**config.mk**
```make
export PLATFORM = sky130hd
export DESIGN_NAME = fetch_unit
export DESIGN_NICKNAME = d
export VERILOG_FILES = /design/src/rtl/fetch_unit.sv
export SDC_FILE = /design/constraint.sdc
export NUM_CORES = 1
export LEC_CHECK = 0
export CAP_MARGIN = 20
export CORE_MARGIN = 2
export CORE_UTILIZATION = 25
export CTS_BUF_LIST = sky130_fd_sc_hd__clkbuf_4 sky130_fd_sc_hd__clkbuf_8
export DETAILED_ROUTE_END_ITERATION = 10
export PLACE_DENSITY_LB_ADDON = 0.15
export SYNTH_ARGS = -nofsm -noshare
export SYNTH_HDL_FRONTEND = slang
export SYNTH_SLANG_ARGS = --single-unit
export TNS_END_PERCENT = 30
```
**constraint.sdc**
```tcl
create_clock -name clk -period 5.05 [get_ports clk]
set_input_delay 1.515 -clock clk [delete_from_list [all_inputs] [get_ports clk]]
set_output_delay 1.515 -clock clk [all_outputs]
set_load 0.01 [all_outputs]
```
**src/rtl/fetch_unit.sv**
```systemverilog
`default_nettype none
// fetch_unit: PC register, instruction-memory addressing and the F/D pipeline register.
// Misaligned or out-of-range fetches become bubbles. The PC keeps following npc.
module fetch_unit #(
  parameter logic [31:0] PC_RESET = 32'h0000_3000,
  parameter logic [31:0] IM_BASE  = 32'h0000_3000,
  parameter int unsigned IM_WORDS = 4096
) (
  input  logic        clk,
  input  logic        reset,
  input  logic        stall,
  input  logic        flush,
  input  logic [31:0] npc,
  input  logic [31:0] F_instr,
  output logic [31:0] F_PC,
  output logic [11:0] im_addr,
  output logic [31:0] D_PC,
  output logic [31:0] D_instr,
  output logic        D_valid,
  output logic [31:0] D_offset,
  output logic [25:0] D_imm26,
  output logic        F_fault,
  output logic [31:0] fetch_cnt
);

  // Highest legal word address. It is kept at 33 bits so that a memory ending at 4 GiB cannot wrap.
  localparam logic [32:0] IM_LAST = {1'b0, IM_BASE} + (33'(IM_WORDS) * 33'd4) - 33'd4;

  logic [31:0] f_pc_q,      f_pc_d;
  logic [31:0] d_pc_q,      d_pc_d;
  logic [31:0] d_instr_q,   d_instr_d;
  logic        d_valid_q,   d_valid_d;
  logic [31:0] fetch_cnt_q, fetch_cnt_d;

  logic fault_misaligned;
  logic fault_below;
  logic fault_above;
  logic f_fault;

  always_comb begin
    fault_misaligned = (f_pc_q[1:0] != 2'b00);
    fault_below      = (f_pc_q < IM_BASE);
    fault_above      = ({1'b0, f_pc_q} > IM_LAST);
    f_fault          = fault_misaligned | fault_below | fault_above;
  end

  always_comb begin
    f_pc_d      = f_pc_q;
    d_pc_d      = d_pc_q;
    d_instr_d   = d_instr_q;
    d_valid_d   = d_valid_q;
    fetch_cnt_d = fetch_cnt_q;
    if (!stall) begin
      // A flush that arrives together with a stall is dropped on purpose and is not remembered.
      f_pc_d = npc;
      d_pc_d = f_pc_q;
      if (flush) begin
        d_instr_d = 32'h0000_0000;
        d_valid_d = 1'b0;
      end else begin
        d_instr_d = f_fault ? 32'h0000_0000 : F_instr;
        d_valid_d = ~f_fault;
        if (!f_fault) begin
          fetch_cnt_d = fetch_cnt_q + 32'd1;
        end
      end
    end
  end

  always_ff @(posedge clk or posedge reset) begin
    if (reset) begin
      f_pc_q      <= PC_RESET;
      d_pc_q      <= PC_RESET;
      d_instr_q   <= 32'h0000_0000;
      d_valid_q   <= 1'b0;
      fetch_cnt_q <= 32'h0000_0000;
    end else begin
      f_pc_q      <= f_pc_d;
      d_pc_q      <= d_pc_d;
      d_instr_q   <= d_instr_d;
      d_valid_q   <= d_valid_d;
      fetch_cnt_q <= fetch_cnt_d;
    end
  end

  assign F_PC      = f_pc_q;
  assign im_addr   = 12'((f_pc_q - IM_BASE) >> 2);
  assign F_fault   = f_fault;
  assign D_PC      = d_pc_q;
  assign D_instr   = d_instr_q;
  assign D_valid   = d_valid_q;
  assign D_offset  = {{16{d_instr_q[15]}}, d_instr_q[15:0]};
  assign D_imm26   = d_instr_q[25:0];
  assign fetch_cnt = fetch_cnt_q;

endmodule
`default_nettype wire

```
# Yosys cells after proc, flatten, opt, wreduce, memory -nomap -nowiden

Cells that the tools add are included.
Widths: inputs -> output; s select.

Input bits: 68
Bits in writable memories: 0
Latch bits: 0
Memory bits (read-only): 0
Output and inout port bits: 200
Memories: 0
Register bits after elaboration: 129

Div/mod/pow operators: 0
Add/subtract/negate cells: 2
Multipliers: 0
Multiplexer cells: 3
Bitwise operators: 5
Reductions and logical operators: 2
Shifts and indexed selects: 0
Equality and inequality tests: 0
Order comparisons: 2

Operators by type and width:

| kind                   | count |
|---|---|
| $mux 32                | 2 |
| $add 32x1->32 const B  | 1 |
| $gt 32x15->1 const B   | 1 |
| $lt 32x14->1 const B   | 1 |
| $sub 14x14->14 const B | 1 |
| $not 1->1              | 3 |
| $reduce_and 3->1       | 1 |
| $or 1x1->1             | 2 |
| $reduce_bool 2->1      | 1 |
| $mux 1                 | 1 |

# Logic depth before layout (Yosys ltp)

Gate-level depths: netlist of run 1.

Depth after elaboration: 5
Mapped depth: 8
Gate-level depth less buffers: 7

# Worst setup path before layout of run 1

Ideal clock, no wire load.

Path kind: input to register
Start point: in stall
End point: reg fetch_cnt_q[20], in the netlist fetch_cnt[20]
Path buffers: 1
Library setup time: 0.127 ns
Slack: 1.843 ns
Stages: 5
Arrival: 3.080 ns
Path through: clkbuf_1 or2_2 a2111o_1 or4_1 xnor2_1

Longest elaborated chain between the ends: 2

RTL lines:

| item                              | line | text |
|---|---|---|
| start, declared                   | 11   | `input logic stall,` |
| $not 1->1 (no source line)        | --   |  |
| $reduce_and 3->1 (no source line) | --   |  |
| end signal, assigned              | 82   | `fetch_cnt_q <= fetch_cnt_d;` |
| end, declared                     | 33   | `logic [31:0] fetch_cnt_q, fetch_cnt_d;` |

No other way between the ends.
A chain may end at the register's enable or synchronous reset.

# Worst setup path after layout of run 1

Start point: reg f_pc_q[13], in the netlist F_PC[13]
End point: out F_fault

Longest elaborated chain between the ends: 3
Elaborated cells on any way between the ends: 4
Those cells by class: order compare: 2; bitwise: 2

RTL lines:

| item                   | line | text |
|---|---|---|
| start, declared        | 29   | `logic [31:0] f_pc_q, f_pc_d;` |
| start signal, assigned | 78   | `f_pc_q <= f_pc_d;` |
| $lt 32x14->1           | 42   | `fault_below = (f_pc_q < IM_BASE);` |
| $or 1x1->1             | 44   | `f_fault = fault_misaligned \| fault_below \| fault_above;` |
| $or 1x1->1 (*)         | 44   |  |
| end, declared          | 22   | `output logic F_fault,` |

Every way passes the cells marked *; elsewhere a longest branch is shown, timed or not.

==> results of run 1 <==
-- metrics by stage --
step	util, %	area (um^2)	hold WS (ns)
2_1_floorplan	-	5635	0.4943
3_3_place_gp	37.03	8132	0.4644
3_5_place_dp	37.03	8132	0.4683
4_1_cts	39.11	8587	0.4849
5_1_grt	39.13	8592	0.5043
6_report	39.13	8592	0.4782
-- worst reg2reg max path: cells and delay by family, from the launching register on --
| family | cells | cell delay, ns |
|---|---|---|
| and+or+nand+nor | 3 | 1.20 |
| DFF | 1 | 0.57 |
| AOI/OAI and AO/OA | 1 | 0.51 |
| adders and majority gates | 1 | 0.15 |
| xor gates and xnor gates | 1 | 0.14 |
-- logic make-up after synthesis --
family | after synthesis
DFF | 129
buffers and inverters | 92
and+or+nand+nor | 81
muxes | 63
AOI/OAI and AO/OA | 37
xor gates and xnor gates | 31
adders and majority gates | 3
-- per-layer routing --
| layer | vias to the layer above | track usage (%) | share of wire (%) |
|---|---|---|---|
| met5 | - | 0 | 0 |
| li1 | 1888 | - | - |
| met2 | 167 | 22.64 | 51 |
| met3 | 17 | 4.369 | 6.7 |
| met1 | 2071 | 15.44 | 41 |
| met4 | 0 | 4.717 | 1.7 |
-- worst paths after layout --
| path | start | to | slack, ns | cells after the start |
|---|---|---|---|---|
| min | fetch_cnt[31] | fetch_cnt[31] | 0.48 | 1 |
| min in group asynchronous | reset | D_instr[18] | 1.49 | 2 |
| max | F_PC[13] | F_fault | 0.98 | 5 |
| max reg2reg | F_PC[13] | fetch_cnt[20] | 2.36 | 6 |
| min reg2reg | fetch_cnt[31] | fetch_cnt[31] | 0.48 | 1 |
| max in group asynchronous | reset | D_PC[12] | 2.67 | 3 |
-- sequential cells by signal, summed over array words and instances, names as in the netlist --
register / cells
D_PC: 32
D_instr: 32
D_valid: 1
F_PC: 32
fetch_cnt: 32
-- cells in the mapped netlist, types with 5 or more instances --
cell / count
a22o_1: 32
and3_1: 8
buf_4: 68
clkbuf_1: 16
dfrtp_1: 125
mux2_2: 63
nand2_1: 14
nand3_1: 13
nand4_1: 22
nor2_1: 6
nor4_1: 5
xnor2_1: 29
-- power by group through the flow --
stage                     clock network, mW  logic (mW)  registers (mW)
after floorplan                           0       0.116            1.19
after global placement                    0       0.380            1.17
after detailed placement                  0       0.379            1.17
after CTS                              1.05       0.381            1.15
after global routing                   1.11       0.398            1.16
final                                  1.02       0.372            1.15
-- area by class of cell --
class | count | share of cell area (%)
well taps | 280 | 4.077
clock buffers | 17 | 2.723
multi-input cells | 215 | 21.07
repair buffers | 273 | 31.72
inverters | 4 | 0.2039
flip-flops and latches | 129 | 37.63
clock inverters | 15 | 2.578
==> summary.txt, run 1 <==
Setup path
  • Worst path max stage delay: around 0.57 ns
  • CP Class: reg -> out
  • Crit path cell chain: ha_1, nand4_1, or4_4, a211o_1, clkdlybuf4s50_1
  • WP buf/inv: 1
  • Worst setup EP type: output port
  • Slowest-stage cell, CP: dfstp_2
  • Worst setup SP type: register
  • Critical path required time: about 3.5 ns
  • Critical Path AT: between 2 and 3 ns
  • Crit Path Max Fanout: 5
  • CP delay by family, top: simple AND/OR/NAND/NOR gates

Power
  • Switching Share: roughly a quarter
  • NetSw: between 0.6 and 0.7 mW
  • Power density over the cells: approximately 300 nW/um^2
  • Clock power share: about 40%
  • P_int: approximately 1.9 mW
  • Static leakage: between 3 and 4 nW
  • Total power: 2.544 mW
  • Sequential power share: between 40% and 50%
  • Max IR drop VDD: about 0.17 mV
  • Combinational cell fraction of total power: ~15%

Clock tree
  • Post-CTS Setup Inserts: 0
  • TritonCTS clock tree: yes
  • Worst-Skew Late Latency: between 0.4 and 0.5 ns
  • Clock sinks: ~130
  • TritonCTS buffer count: 17
  • CTS H-tree lvls: 4
  • Clock root cell: clkbuf_8
  • Resize count post-CTS: 0
  • Maximum clock insertion buffer count: 2
  • Hold_buf cts: 0
  • Clock-pin slew on the worst setup and hold paths: roughly 0.090 ns

Yosys
  • Synth Area in Simple Gates: 8.015%
  • Compound-Gate Fraction of Synth Area: between 5 and 6%
  • Xor and xnor area share after synthesis: ~4.8%
  • Cell taking the most area after synthesis: dfrtp_1
  • Seq/Total Area, Yosys: 57.37%
  • Synth Net Count: 507
  • Main combinational cell family by area after synthesis: multiplexers
  • Top cell type's share of synthesized area: 55.51%
  • Mux cell area share after synthesis: 12.59%
  • Top_reg_cell synth: dfrtp_1
  • Adder-Cell Fraction of Synth Area: 0.6661%
  • Synth Area per Inst: 12.93 um^2
  • Post-Syn Instances: ~440
  • Mapped Area: approximately 5600 um^2
  • Ys Warns: 0
  • Post-synthesis cell type count: 31
  • Register bit total from synthesis: 129
  • Synth area leaders: dfrtp_1 56%, mux2_2 13%, buf_4 9.1%
  • Asr flop ratio synth: 100.0%
  • Number of flops mapped to enable cells by yosys: 0

STA
  • Final hold violations: 0
  • Worst slew pin tran: 0.8934 ns
  • Relative slew margins: approximately two fifths
  • Tmin final: ~4.1 ns
  • Max Freq: around 250 MHz
  • Final setup viols: 0
  • Worst clock skew: 0.01481 ns
  • RSZ-0062 raised after global routing: no
  • Final period util: 80.64%
  • Setup TNS: 0 ns
  • Final WS setup: about 0.98 ns
  • Slew Viols, Final: 0

Layout
  • Fin cells: between 900 and 1,000
  • N_diodes: 0
  • Synth-to-layout area growth: 52.46%
  • Commonest non-fill, non-tap cell in the layout: clkdlybuf4s50_1
  • Multi-input gate area: 1810 um^2
  • Layout cells sized above 1: 16.85%
  • Most frequent cells in the layout: 266 x clkdlybuf4s50_1, 125 x dfrtp_1, 63 x mux2_2
  • FF/Latch Area: between 3000 and 4000 um^2
  • Filler cell count in the final layout: between 2,000 and 2,500
  • Final net count: roughly 710

GRT
  • Grt total ovfl: 0
  • Maximum number of pins on one net before global-route repair: between 70 and 80
  • First-pass GRT wire length: between 20 and 25 mm
  • Initial antenna violation count: 0
  • Vias in the first global route: around 4,200
  • Overall global routing resource usage: a little over an eighth

Detailed routing
  • Routed wire length: 15.48 mm
  • Vias/cell: 4.441
  • Antenna Nets Post-Route: 0
  • Vias: 4,143
  • Drc violations: 0
  • Iteration count of the initial detailed-routing pass: 4
  • Drt initial violations: ~150
  • WL per Instance: about 17 um

Status
  • Status: finished, final reports clean

Placed design
  • GPL Wtd Cong: 0.7235
  • DPL Wire Length: 11.21 mm
  • Placed Instances: 900
  • Place WS: between 1 and 1.5 ns
  • Port Buffers: 267

Floorplan
  • Die extent in x: around 150 um
  • I/O pin count: between 200 and 300
  • Area of the die: 23,760 um^2
  • Starting Density: roughly a quarter
  • Row cnt: 54
  • Die H: between 150 and 200 um
  • Core footprint: about 22,000 um^2

Job
  • Max-Cap Viols: 0

Min path
  • Worst hold path type: reg -> reg
No activity file was read; power rests on OpenSTA's default activity.
==> inputs of run 2 (changes only) <==
==> constraint.sdc (replaced) <==
create_clock -name clk -period 3.73 [get_ports clk]
set_input_delay 1.119 -clock clk [delete_from_list [all_inputs] [get_ports clk]]
set_output_delay 1.119 -clock clk [all_outputs]
set_load 0.01 [all_outputs]
==> run 2 against run 1 <==
Effect of this change:
- first-iteration DRC count grew 4.8%
- final area shrank 0.55%
- worst setup slack lost 0.59 ns
- sequential cell count is the same
- global-route usage grew 0.50 points
- clock-buffer cell count is the same
- register-to-register slack lost 1.4 ns
- sequential power grew 36%
- wire length grew 3.3%
- highest routed layer unchanged
==> summary.txt, run 2 (synthesis results as in run 1) <==
STA
  • Max Freq: 298.8 MHz
  • Final hold violations: 0 (unchanged)
  • Slew Viols, Final: 0 (unchanged)
  • Worst clock skew: 0.01537 ns (+0.0005646 ns)
  • Final setup viols: 0 (unchanged)
  • Setup TNS: 0 ns (unchanged)
  • Worst slew pin tran: 0.7150 ns (-0.1784 ns)
  • Final period util: approximately nine tenths
  • Tmin final: around 3.3 ns
  • RSZ-0062 raised after global routing: no
  • Relative slew margins: 52.33% (+12 points)

Floorplan
  • Starting Density: 25.66% (unchanged)
  • Row cnt: 54 (unchanged)
  • Area of the die: 23,760 um^2 (unchanged)
  • Die H: 154.1 um (unchanged)
  • Die extent in x: 154.1 um (unchanged)
  • Core footprint: 21,960 um^2 (unchanged)
  • I/O pin count: 268 (unchanged)

Detailed routing
  • Routed wire length: 16.00 mm (+3.3%)
  • WL per Instance: 17.09 um (+3.0%)
  • Vias/cell: 4.401 (-0.90%)
  • Antenna Nets Post-Route: 0 (unchanged)
  • Drc violations: 0 (unchanged)
  • Drt initial violations: 154 (+4.8%)
  • Iteration count of the initial detailed-routing pass: 6 (+2)
  • Vias: 4,119 (-0.58%)

Setup path
  • Worst setup SP type: register
  • Crit Path Max Fanout: 5 (unchanged)
  • Critical Path AT: 2.23 ns (-0.33 ns)
  • Worst setup EP type: output port
  • Critical path required time: 2.61 ns (-0.93 ns)
  • CP Class: reg -> out

GRT
  • Maximum number of pins on one net before global-route repair: 130 (+81%)
  • Vias in the first global route: 4,282 (+3.0%)
  • Initial antenna violation count: 1 (+1)
  • First-pass GRT wire length: 25.12 mm (+3.1%)
  • Overall global routing resource usage: 13.70% (+0.50 points)
  • Grt total ovfl: 0 (unchanged)

Clock tree
  • TritonCTS buffer count: 17 (unchanged)
  • CTS H-tree lvls: 4 (unchanged)
  • Clock root cell: clkbuf_8
  • Worst-Skew Late Latency: 0.44 ns (about the same)
  • TritonCTS clock tree: yes
  • Maximum clock insertion buffer count: 2 (unchanged)
  • Clock sinks: 129 (unchanged)
  • Clock-pin slew on the worst setup and hold paths: 0.07 ns (-0.02 ns)

Min path
  • Worst hold path type: reg -> reg

Layout
  • Commonest non-fill, non-tap cell in the layout: clkdlybuf4s50_1
  • Most frequent cells in the layout: 265 x clkdlybuf4s50_1, 125 x dfrtp_1, 63 x mux2_2
  • Layout cells sized above 1: 16.97% (+0.13 points)
  • Multi-input gate area: 1810 um^2 (unchanged)
  • Final net count: 712 (+0.14%)
  • Synth-to-layout area growth: 51.62%
  • FF/Latch Area: 3233 um^2 (unchanged)
  • Filler cell count in the final layout: 2,109 (+1.7%)

Placed design
  • DPL Wire Length: 11.50 mm (+2.6%)
  • GPL Wtd Cong: 0.7260 (+0.35%)
  • Port Buffers: 267 (unchanged)

Power
  • Power density over the cells: 374.4 nW/um^2 (+26%)
  • Static leakage: 3.442 nW (-1.3%)
  • Max IR drop VDD: 0.1805 mV (+7.7%)
  • Total power: 3.199 mW (+26%)

Status
  • Status: finished, final reports clean

Job
  • Max-Cap Viols: 0 (unchanged)
run 2: cell types whose count changed in the layout (fill, tap and decap cells not counted), moves of 2 or more:
cell        delta
inv_8          -2
clkinvlp_4     +6
diode_2        +2
bufinv_16      -3
clkinv_2       +3
clkinv_4       -2
run 2: path summary, 6_finish.rpt:
path / startpoint / to / slack [ns] / cells after the start
setup / recovery: F_PC[13] / F_fault / 0.38 / 5
hold / removal: D_valid / D_valid / 0.49 / 2
setup reg to reg: F_PC[13] / fetch_cnt[20] / 1.00 / 6
hold reg to reg: D_valid / D_valid / 0.49 / 2
max in group asynchronous: reset / F_PC[19] / 1.95 / 3
min in group asynchronous: reset / D_instr[2] / 1.25 / 3
run 2: routing by layer:
layer / GRT usage (%) / share of wire [%] / vias up
met5: 0 / 0 / -
met4: 5.607 / 1.9 / 0
met3: 5.440 / 8.8 / 19
met2: 23.02 / 50 / 178
met1: 15.57 / 39 / 2036
li1: - / - / 1886
run 2: where the power goes:
part / internal, mW / switching [mW]
combinational: 0.315 / 0.190
sequential: 1.49 / 0.0734
clock: 0.530 / 0.600
run 2: layout make-up:
type,instances,share of cell area (%)
flip-flops and latches,129,37.84
repair buffers,274,32.27
multi-input cells,215,21.19
well taps,280,4.100
clock buffers,17,2.738
clock inverters,15,1.581
inverters,4,0.2197
diodes,2,0.05857
run 2: timing repair:
action,in CTS,in global routing
resized for setup,0,1
hold buffers,0,0
setup buffers,0,0
setup endpoints to repair,0,1
run 2: through the flow:
step / cell area [um^2] / setup WS (ns) / utilization (%) / cells / hold WS (ns)
final: 8544 / 0.3831 / 38.91 / 936 / 0.4859
after global routing: 8542 / 0.2759 / 38.90 / 935 / 0.5169
after CTS: 8537 / 0.008732 / 38.88 / 934 / 0.4846
after detailed placement: 8168 / 0.4922 / 37.20 / 902 / 0.4698
after global placement: 8140 / 0.5235 / 37.07 / 901 / 0.4635
after floorplan: 5639 / 0.9194 / - / 436 / 0.4943
run 2: critical path: stages (launching register included):
cell            delay, ns
dfstp_2              0.57
ha_1                 0.15
nand4_1              0.10
or4_4                0.53
a211o_1              0.27
dlymetal6s2s_1       0.18
